File: src/rtl/adder_seq.sv
// Chunked add/subtract: one CHUNK-bit slice per cycle from LSB up, so latency is WIDTH/CHUNK cycles from acceptance to out_valid.
// Valid/ready on both sides; DONE holds result and flags until out_ready, and no new operation is accepted until then.
module adder_seq #(
  parameter int WIDTH = 8,
  parameter int CHUNK = 4
) (
  input  logic             clk,
  input  logic             rst_n,
  input  logic             in_valid,
  output logic             in_ready,
  input  logic [WIDTH-1:0] a,
  input  logic [WIDTH-1:0] b,
  input  logic             sub,
  input  logic             cin,
  output logic             out_valid,
  input  logic             out_ready,
  output logic [WIDTH-1:0] sum,
  output logic             cout,
  output logic             zero,
  output logic             neg,
  output logic             ovf
);

  localparam int NCHUNK = WIDTH / CHUNK;
  localparam int CW = (NCHUNK > 1) ? $clog2(NCHUNK) : 1;
  localparam logic [CW-1:0] LAST = CW'(NCHUNK - 1);
  localparam logic [WIDTH-1:0] CMASK = WIDTH'({CHUNK{1'b1}});

  typedef enum logic [1:0] {IDLE, BUSY, DONE} state_t;

  typedef struct packed {
    logic [WIDTH-1:0] a;
    logic [WIDTH-1:0] b;      // already inverted for subtract
    logic             carry;  // running carry between chunks
  } opnd_t;

  typedef struct packed {
    logic cout;
    logic zero;
    logic neg;
    logic ovf;
  } flags_t;

  state_t           state_q, state_d;
  opnd_t            opnd_q;
  logic [CW-1:0]    cnt_q;
  logic [WIDTH-1:0] sum_q, sum_d;
  flags_t           flags_q, flags_d;
  logic [31:0]      shamt;
  logic [CHUNK-1:0] a_chk, b_chk, s_chk;
  logic             c_chk;
  logic             accept, last;

  assign in_ready  = (state_q == IDLE);
  assign out_valid = (state_q == DONE);
  assign accept    = in_valid && in_ready;
  assign last      = (cnt_q == LAST);

  // Current slice: shift the operands down rather than indexing, so the
  // same logic serves every CHUNK/WIDTH combination.
  always_comb begin
    shamt = 32'(cnt_q) * 32'(CHUNK);
    a_chk = CHUNK'(opnd_q.a >> shamt);
    b_chk = CHUNK'(opnd_q.b >> shamt);
    {c_chk, s_chk} = {1'b0, a_chk} + {1'b0, b_chk} + {{CHUNK{1'b0}}, opnd_q.carry};
    sum_d = (sum_q & ~(CMASK << shamt)) | (WIDTH'(s_chk) << shamt);
    flags_d.cout = c_chk;
    flags_d.zero = (sum_d == '0);
    flags_d.neg  = sum_d[WIDTH-1];
    flags_d.ovf  = (opnd_q.a[WIDTH-1] == opnd_q.b[WIDTH-1]) &&
                   (sum_d[WIDTH-1] != opnd_q.a[WIDTH-1]);
  end

  always_ff @(posedge clk or negedge rst_n) begin
    if (!rst_n) state_q <= IDLE;
    else        state_q <= state_d;
  end

  always_comb begin
    state_d = state_q;
    case (state_q)
      IDLE:    if (in_valid) state_d = BUSY;
      BUSY:    if (last) state_d = DONE;
      DONE:    if (out_ready) state_d = IDLE;
      default: state_d = IDLE;
    endcase
  end

  always_ff @(posedge clk or negedge rst_n) begin
    if (!rst_n) begin
      opnd_q  <= '0;
      cnt_q   <= '0;
      sum_q   <= '0;
      flags_q <= '0;
    end else begin
      if (accept) begin
        // Subtract is a + ~b + !cin; carry-in polarity folds into the carry register.
        opnd_q <= '{a: a, b: (sub ? ~b : b), carry: (sub ? ~cin : cin)};
        cnt_q  <= '0;
      end
      if (state_q == BUSY) begin
        sum_q        <= sum_d;
        opnd_q.carry <= c_chk;
        cnt_q        <= cnt_q + 1'b1;
        if (last) flags_q <= flags_d;
      end
    end
  end

  assign sum  = sum_q;
  assign cout = flags_q.cout;
  assign zero = flags_q.zero;
  assign neg  = flags_q.neg;
  assign ovf  = flags_q.ovf;

endmodule

File: config.mk
export PLATFORM = sky130hd
export DESIGN_NAME = adder_seq
export DESIGN_NICKNAME = d
export VERILOG_FILES = /design/src/rtl/adder_seq.sv
export SDC_FILE = /design/constraint.sdc
export NUM_CORES = 1
export LEC_CHECK = 0
export BUFFER_PORTS_ARGS = -buffer_cell sky130_fd_sc_hd__buf_2
export CAP_MARGIN = 20
export CORE_MARGIN = 2
export CORE_UTILIZATION = 40
export CTS_CLUSTER_SIZE = 24
export DETAILED_ROUTE_END_ITERATION = 10
export SLEW_MARGIN = 15
export SYNTH_ARGS = -nofsm -noshare
export SYNTH_HDL_FRONTEND = slang
export SYNTH_SLANG_ARGS = --single-unit
File: constraint.sdc
create_clock -name clk -period 7.59 [get_ports clk]
set_clock_uncertainty 0.05 [all_clocks]
set_input_delay 1.1385 -clock clk [delete_from_list [all_inputs] [get_ports clk]]
set_output_delay 1.1385 -clock clk [all_outputs]
set_load 0.005 [all_outputs]
==> qor.csv, run 1 <==
stage;metric;value;unit
status;run_status;finished clean;
grt;grt.overflow.total;0;
drt;vias_per_cell;5.00;
setup_path;path_buf_inv;1;
clock_network;cts.path.max_buffers;2;
finish;area_growth;17.7;%
power;p_sw;0.345;mW
clock_network;clk_latency;0.28;ns
clock_network;cts_made_buffers;5;
power;netSwitchingFraction;0.387;
timing;fin_crit_sh;0.365;
yosys;synth_top_area_share;0.510;
yosys;avgSynthCellArea;11.3;um^2
drt;wl_per_cell;12.6;um
timing;worst_pin_slew;0.905;ns
setup_path;critical-path-top-delay-family;adder cells;
floorplan;rows;22;
yosys;syn_nets;166;
grt;grt_max_degree;33;
worst_hold_path;min_path_cells;2;
grt;antenna_found_initial;0;
setup_path;regToRegSetupSlack;4.82;ns
setup_path;cpPeakStageDelay;0.62;ns
setup_path;crit_type;flop to flop;
grt;grt.total_usage;0.155;
worst_hold_path;hp-start;sum[4];
clock_network;cts_hold_buffers;0;
timing;relSlewSlack;0.397;
setup_path;crit_top_cell;fa_1;
grt;grt_pass1_vias;1064;
yosys;synth_top_area_cell;dfrtp_1;
yosys;syn-instance-count;139;
drt;ant_nets;0;
drt;routed_wl;2820;um
finish;layout.nets;201;
clock_network;numClockSinks;32;
setup_path;cp_max_fo;13;
clock_network;post_cts_buffers;0;
setup_path;crit_required;7.76;ns
timing;fin_crit;2.77;ns
timing;hold_violations;0;
grt;grt_pass1_wl;4990;um
floorplan;coreArea;3720;um^2
power;p_per_area;483;nW/um^2
setup_path;cp_slowest_cell;dfrtp_1;
run;maxCapViolations;0;
clock_network;cts_tree;built;
setup_path;arrival;2.94;ns
setup_path;worstPathCellList;mux2i_1 > fa_1 > inv_1 > fa_1 > or4b_1 > nor4_2 > a22o_1;
yosys;synth-seq-cells;32;
timing;fmax;0.361;GHz
timing;setup_tns;0;ns
yosys;seq_area_frac_synth;0.510;
placed_design;gp_congestion;0.741;
timing;rsz0062_at_grt;no;
finish;num-fill-cells;364;
finish;regArea;801;um^2
worst_hold_path;min_to;sum[4];
setup_path;critPathLaunchType;flop;
power;p_leak;0.855;nW
timing;slew_viol_final;0;
floorplan;die-area;4450;um^2
drt;drc;0;
placed_design;port_buffers;35;
finish;drive_gt1_frac;0.331;
finish;post-route-util;0.498;
setup_path;cp-end-kind;flop;
clock_network;clk_pin_slew;0.06;ns
setup_path;worstReg2RegStart;cnt_q;
clock_network;htree_levels;2;
power;comb_power_share;0.496;
timing;setup_viol;0;
finish;num_antenna_cells;0;
drt;vias;1114;
yosys;yosysUniqueCellTypes;33;
placed_design;dpl.hpwl;2120;um
yosys;synth_area_leaders;dfrtp_1 (51%), mux2_2 (11%), xnor2_1 (5.6%);
power;internal_power;0.547;mW
floorplan;io_pins;36;
floorplan;start_util;0.423;
drt;drt_pass1_iterations;4;
clock_network;cts_root_buf;clkbuf_8;
power;pwr-share-clk;0.149;
finish;multi_input_area;712;um^2
worst_hold_path;min_path_type;flop to flop;
yosys;synth_area;1570;um^2
floorplan;die_h;66.7;um
floorplan;chipWidth;66.7;um
clock_network;cts_resized;0;
drt;drtIter0Drc;26;
power;p_seq_frac;0.354;
setup_path;reg2regPathDepth;7;
yosys;yosys_warnings;0;
power;peakVddDrop;0.156;mV
setup_path;r2r_end;zero;
==> how the worst max path moves through the flow <==
stage / from / endpoint / cells past startpoint
finish: cnt_q / zero / 7
detailed placement: cnt_q / zero / 7
global placement: cnt_q / zero / 7
global route: cnt_q / zero / 7
CTS: cnt_q / zero / 7
floorplan: cnt_q / zero / 8
==> tightest hold or removal path: stages, from the launching register on <==
cell     delay [ns]
dfrtp_1        0.34
nand2_1        0.05
o21ai_0        0.06
==> power groups by stage <==
| stage | clock, mW | sequential, mW | combinational [mW] |
|---|---|---|---|
| final | 0.133 | 0.316 | 0.443 |
| after floorplan | 0 | 0.301 | 0.353 |
| after global routing | 0.146 | 0.330 | 0.511 |
| after CTS | 0.138 | 0.318 | 0.453 |
| after global placement | 0 | 0.318 | 0.436 |
| after detailed placement | 0 | 0.321 | 0.451 |
==> kinds of logic (layout without fill, tap and decap cells) <==
kind of cell	after synthesis	count (layout)	synth area share
AO/OA/AOI/OAI	26	26	0.0956
flip-flops	32	32	0.510
adder cells (fa/ha/maj)	5	5	0.0494
buffers and inverters	10	46	0.0374
AND/OR/NAND/NOR	37	37	0.119
XOR/XNOR	11	11	0.0613
multiplexers	18	18	0.127
==> state kept, by name, summed over array words and instances, names as in the netlist <==
| name | flops |
|---|---|
| neg | 1 |
| cout | 1 |
| ovf | 1 |
| sum | 8 |
| state_q | 2 |
| zero | 1 |
| opnd_q | 17 |
| cnt_q | 1 |
==> per-stage QoR <==
step	cells	cell area [um^2]	setup slack [ns]	hold WS [ns]	total power, mW
after CTS	223	1850	4.79	0.431	0.909
after floorplan	139	1570	5.01	0.419	0.654
final	223	1850	4.82	0.424	0.893
after global placement	215	1760	4.89	0.409	0.754
after detailed placement	215	1760	4.79	0.417	0.772
after global routing	223	1850	4.59	0.459	0.987
==> cells in the final DEF (no fill, tap or decap), types with 2 or more instances in the layout <==
cell,count
buf_2,35
dfrtp_1,32
mux2_2,16
nand2_1,13
xnor2_1,10
a21oi_1,10
nor2_1,9
o21ai_0,8
clkbuf_8,6
nand2b_1,4
inv_1,3
ha_1,3
mux2i_1,2
and2_1,2
nand3_1,2
fa_1,2
clkbuf_1,2
==> area by class of cell <==
| class | count | area share |
|---|---|---|
| clock buffer | 8 | 0.0487 |
| tap | 48 | 0.0325 |
| sequential | 32 | 0.433 |
| timing repair buffer | 35 | 0.0947 |
| multi-input combinational | 97 | 0.385 |
| inverter | 3 | 0.00609 |
==> routing by layer <==
metal  GRT usage  wire length [um]
met2       0.249              1330
met4      0.0536                38
met3      0.0608               163
met5           0                 0
met1       0.189              1280
==> Yosys cell counts <==
cell type,n
a211o_1,1
a21o_1,1
a21oi_1,10
a22o_1,1
a22oi_1,1
and2_1,2
and2b_1,1
and3_1,1
buf_2,4
buf_6,2
clkbuf_2,1
dfrtp_1,32
fa_1,2
ha_1,3
inv_1,3
mux2_2,16
mux2i_1,2
nand2_1,13
nand2b_1,4
nand3_1,2
nand3b_1,1
nor2_1,9
nor3_1,1
nor4_2,1
o211ai_1,1
o21a_1,1
o21ai_0,8
o21ai_1,1
o21bai_1,1
or3b_1,1
or4b_1,1
xnor2_1,10
xor2_1,1
Note: power is estimated with default switching activity, not from simulation.
==> run 2: changes to the inputs <==
==> constraint.sdc (replaced) <==
create_clock -name clk -period 2.6 [get_ports clk]
set_clock_uncertainty 0.05 [all_clocks]
set_input_delay 0.39 -clock clk [delete_from_list [all_inputs] [get_ports clk]]
set_output_delay 0.39 -clock clk [all_outputs]
set_load 0.005 [all_outputs]
==> run 2 against run 1 <==
Effect of this change: critical path depth stayed put; first-iteration DRC count grew 15%; worst hold slack worse by 0.32 ns; highest routed layer unchanged; non-clock buffer count up 3; largest power group unchanged; largest cell class unchanged; critical endpoint unchanged.
==> qor.csv, run 2 (synthesized netlist as in run 1, its figures left out) <==
stage;metric;value;unit
grt;grt_use_met1;0.179;
grt;grt_max_degree;33;
floorplan;die_h;66.7;um
finish;top_register;opnd_q;
clock_network;numClockSinks;32;
timing;rsz0062_at_grt;no;
placed_design;port_buffers;35;
setup_path;reg2regPathDepth;7;
power;peakVddDrop;0.542;mV
timing;hold_ws;0.104;ns
drt;drt_pass1_iterations;4;
timing;hold_violations;0;
setup_path;r2r_end;zero;
grt;antenna_found_initial;0;
clock_network;clk_pin_slew;0.06;ns
power;p_per_area;1430;nW/um^2
timing;setup_viol;0;
grt;grt.overflow.total;0;
floorplan;chipWidth;66.7;um
clock_network;cts_made_buffers;5;
finish;layout.nets;204;
worst_hold_path;min_path_type;primary input to async pin;
clock_network;cts_hold_buffers;0;
drt;drc;0;
floorplan;coreArea;3720;um^2
grt;busiest_layer;met2;
finish;drive_gt1_frac;0.365;
finish;num_antenna_cells;0;
timing;fin_crit_sh;0.953;
setup_path;arrival;2.65;ns
floorplan;start_util;0.423;
timing;relSlewSlack;0.535;
clock_network;cts_resized;0;
timing;fin_crit;2.48;ns
placed_design;dpl.hpwl;2210;um
setup_path;crit_required;2.77;ns
timing;worst_pin_slew;0.697;ns
setup_path;crit_type;flop to flop;
finish;final_cell_mix;buf_2 (35), dfrtp_1 (32), mux2_2 (16);
drt;drtIter0Drc;30;
setup_path;regToRegSetupSlack;0.12;ns
drt;wl_per_cell;12.7;um
setup_path;critPathLaunchType;flop;
clock_network;cts.path.max_buffers;2;
grt;grt.total_usage;0.151;
grt;grt_pass1_vias;1089;
clock_network;cts_tree;built;
grt;met3_usage;0.0405;
grt;gr-usage-met2;0.250;
placed_design;place_area;1780;um^2
timing;slew_viol_final;0;
setup_path;cp-end-kind;flop;
finish;final_common_cell;buf_2;
floorplan;die-area;4450;um^2
drt;vias;1105;
placed_design;gp_congestion;0.817;
clock_network;cts_root_buf;clkbuf_8;
run;maxCapViolations;0;
power;p_leak;0.871;nW
finish;largest_reg_flops;17;
drt;vias_per_cell;4.89;
floorplan;io_pins;36;
clock_network;htree_levels;2;
finish;num-fill-cells;361;
setup_path;worstReg2RegStart;cnt_q;
drt;ant_nets;0;
status;run_status;finished clean;
setup_path;cp_max_fo;4;
timing;worst_slack;0.122;ns
timing;fmax;0.404;GHz
finish;fin_area;1890;um^2
clock_network;clk_latency;0.28;ns
clock_network;post_cts_buffers;0;
floorplan;rows;22;
finish;area_growth;20.3;%
placed_design;dp_slack;0.0326;ns
grt;grt_pass1_wl;4950;um
timing;setup_tns;0;ns
drt;routed_wl;2870;um
==> run 2: changes by cell type in the layout (fill, tap and decap cells not counted), sizes merged <==
cell,change
buf,+3
==> run 2: report_power, final <==
| group | internal [mW] | switching (mW) |
|---|---|---|
| Sequential | 0.749 | 0.168 |
| Combinational | 0.695 | 0.716 |
| Clock | 0.215 | 0.167 |
| Total | 1.66 | 1.05 |
==> run 2: worst max-delay path by stage <==
stage	startpoint	to	slack, ns
floorplan	cnt_q	zero	0.02
global placement	cnt_q	zero	0.1
detailed placement	cnt_q	zero	0.03
CTS	cnt_q	zero	0.03
global route	cnt_q	zero	0.04
finish	cnt_q	zero	0.12
==> run 2: layout make-up <==
type | instances | area, um^2 | area share
Timing Repair Buffer | 38 | 198 | 0.105
Inverter | 3 | 11.3 | 0.00596
Tap cell | 48 | 60.1 | 0.0318
Multi-Input combinational cell | 97 | 731 | 0.386
Clock buffer | 8 | 90.1 | 0.0477
Sequential cell | 32 | 801 | 0.424
==> run 2: critical path: stages, from the launching register on <==
cell	delay [ns]
dfrtp_1	0.43
mux2i_2	0.19
fa_2	0.41
inv_2	0.07
fa_1	0.45
or4b_4	0.55
nor4_4	0.14
a22o_1	0.15
==> run 2: through the flow <==
step | utilization | cells | power, mW
after floorplan | - | 139 | 1.91
after global placement | 0.479 | 218 | 2.24
after detailed placement | 0.479 | 218 | 2.29
after CTS | 0.504 | 226 | 2.68
after global routing | 0.509 | 226 | 2.96
final | 0.509 | 226 | 2.71
==> run 2: routing by layer <==
layer  share of wire  vias up
met2            0.46       31
met3           0.051        7
met5               0        -
li1                -      549
met4           0.022        0
met1            0.46      518
==> run 3: changes to the inputs <==
==> constraint.sdc (replaced) <==
create_clock -name clk -period 2.6 [get_ports clk]
set_clock_uncertainty 0.05 [all_clocks]
set_input_delay 0.39 -clock clk [delete_from_list [all_inputs] [get_ports clk]]
set_output_delay 0.39 -clock clk [all_outputs]
set_load 0.1 [all_outputs]
==> run 3 against run 2 <==
Effect of this change: sequential share of layout area grew 0.38 points; routed wire length is 1.3% lower; first-iteration DRC count increased by 20%; worst setup slack worse by 0.013 ns; global-route usage is 0.47 points higher; via count increased by 0.81%; highest routed layer unchanged.
==> qor.csv, run 3 (synthesized netlist as in run 1, its figures left out) <==
stage;metric;value;unit
setup_path;arrival;2.66;ns
finish;num_antenna_cells;0;
finish;largest_reg_flops;17;
finish;drive_gt1_frac;0.364;
setup_path;cp-end-kind;flop;
clock_network;htree_levels;2;
setup_path;critPathLaunchType;flop;
clock_network;cts.path.max_buffers;2;
floorplan;die-area;4450;um^2
clock_network;post_cts_buffers;0;
finish;top_register;opnd_q;
floorplan;chipWidth;66.7;um
setup_path;reg2regPathDepth;6;
placed_design;dpl.hpwl;2170;um
timing;setup_viol;0;
timing;relSlewSlack;0.540;
grt;grt.overflow.total;0;
drt;drt_pass1_iterations;4;
clock_network;cts_root_buf;clkbuf_8;
floorplan;io_pins;36;
drt;vias_per_cell;4.97;
timing;fin_crit_sh;0.958;
clock_network;cts_made_buffers;5;
finish;layout.nets;203;
clock_network;clk_latency;0.28;ns
timing;slew_viol_final;0;
drt;vias;1114;
placed_design;port_buffers;35;
placed_design;gp_congestion;0.783;
grt;grt_pass1_wl;4980;um
clock_network;cts_tree;built;
floorplan;start_util;0.423;
run;maxCapViolations;0;
status;run_status;finished clean;
clock_network;numClockSinks;32;
grt;grt_pass1_vias;1085;
drt;wl_per_cell;12.7;um
timing;fmax;0.401;GHz
setup_path;crit_type;flop to flop;
timing;worst_pin_slew;0.690;ns
finish;final_common_cell;buf_2;
drt;ant_nets;0;
setup_path;crit_required;2.77;ns
grt;grt_max_degree;33;
setup_path;cp_max_fo;10;
floorplan;rows;22;
finish;area_growth;19.4;%
worst_hold_path;min_path_type;primary input to async pin;
drt;drtIter0Drc;36;
finish;final_cell_mix;buf_2 (35), dfrtp_1 (31), mux2_2 (16);
floorplan;coreArea;3720;um^2
grt;grt.total_usage;0.156;
drt;drc;0;
floorplan;die_h;66.7;um
timing;rsz0062_at_grt;no;
timing;hold_violations;0;
timing;fin_crit;2.49;ns
finish;num-fill-cells;355;
timing;setup_tns;0;ns
clock_network;clk_pin_slew;0.06;ns
drt;routed_wl;2840;um
grt;antenna_found_initial;0;
-- run 3: critical path: stages (launching register included) --
cell and delay, ns:
dfrtp_2 0.40, buf_4 0.19, mux2_2 0.38, fa_1 0.53, or4b_1 0.50, nor4_2 0.23
a22o_1 0.15
-- run 3: area by class of cell --
class,instances,area [um^2],area share
Tap cell,48,60.1,0.0320
Sequential cell,32,802,0.427
Multi-Input combinational cell,97,717,0.382
Timing Repair Buffer,37,190,0.101
Clock buffer,7,96.3,0.0513
Inverter,3,11.3,0.00600
-- run 3: routing by layer --
layer	share of wire	track usage	wire length (um)
met4	0.012	0.0612	35
met1	0.46	0.196	1310
met2	0.46	0.234	1320
met3	0.062	0.0693	175
met5	0	0	0
-- run 3: worst paths after layout --
check,from,slack (ns),to
min in group clk,out_ready,0.25,state_q[1]
setup reg to reg,cnt_q,0.11,zero
hold reg to reg,cout,0.42,cout
max in group asynchronous,rst_n,1.92,cnt_q
setup / recovery,cnt_q,0.11,zero
hold / removal,rst_n,0.10,sum[4]
-- run 3: what timing repair did --
action,CTS,global route
pin swaps,2,1
hold buffers,0,0
setup endpoints to repair,1,1
gates resized for setup,0,2
-- run 3: per-stage QoR --
stage / setup WS (ns) / hold slack (ns) / utilization / cells / area (um^2)
global placement: 0.0974 / 0.411 / 0.478 / 217 / 1780
floorplan: 0.00718 / 0.0444 / - / 139 / 1570
global route: 0.00273 / 0.154 / 0.505 / 224 / 1880
CTS: 0.0343 / 0.122 / 0.504 / 224 / 1870
detailed placement: 0.0191 / 0.418 / 0.478 / 217 / 1780
finish: 0.109 / 0.101 / 0.505 / 224 / 1880
Power of run 3 is left out: the tool's default activity adds up to more than one toggle a clock period on the data nets, which glitch-free logic cannot reach.
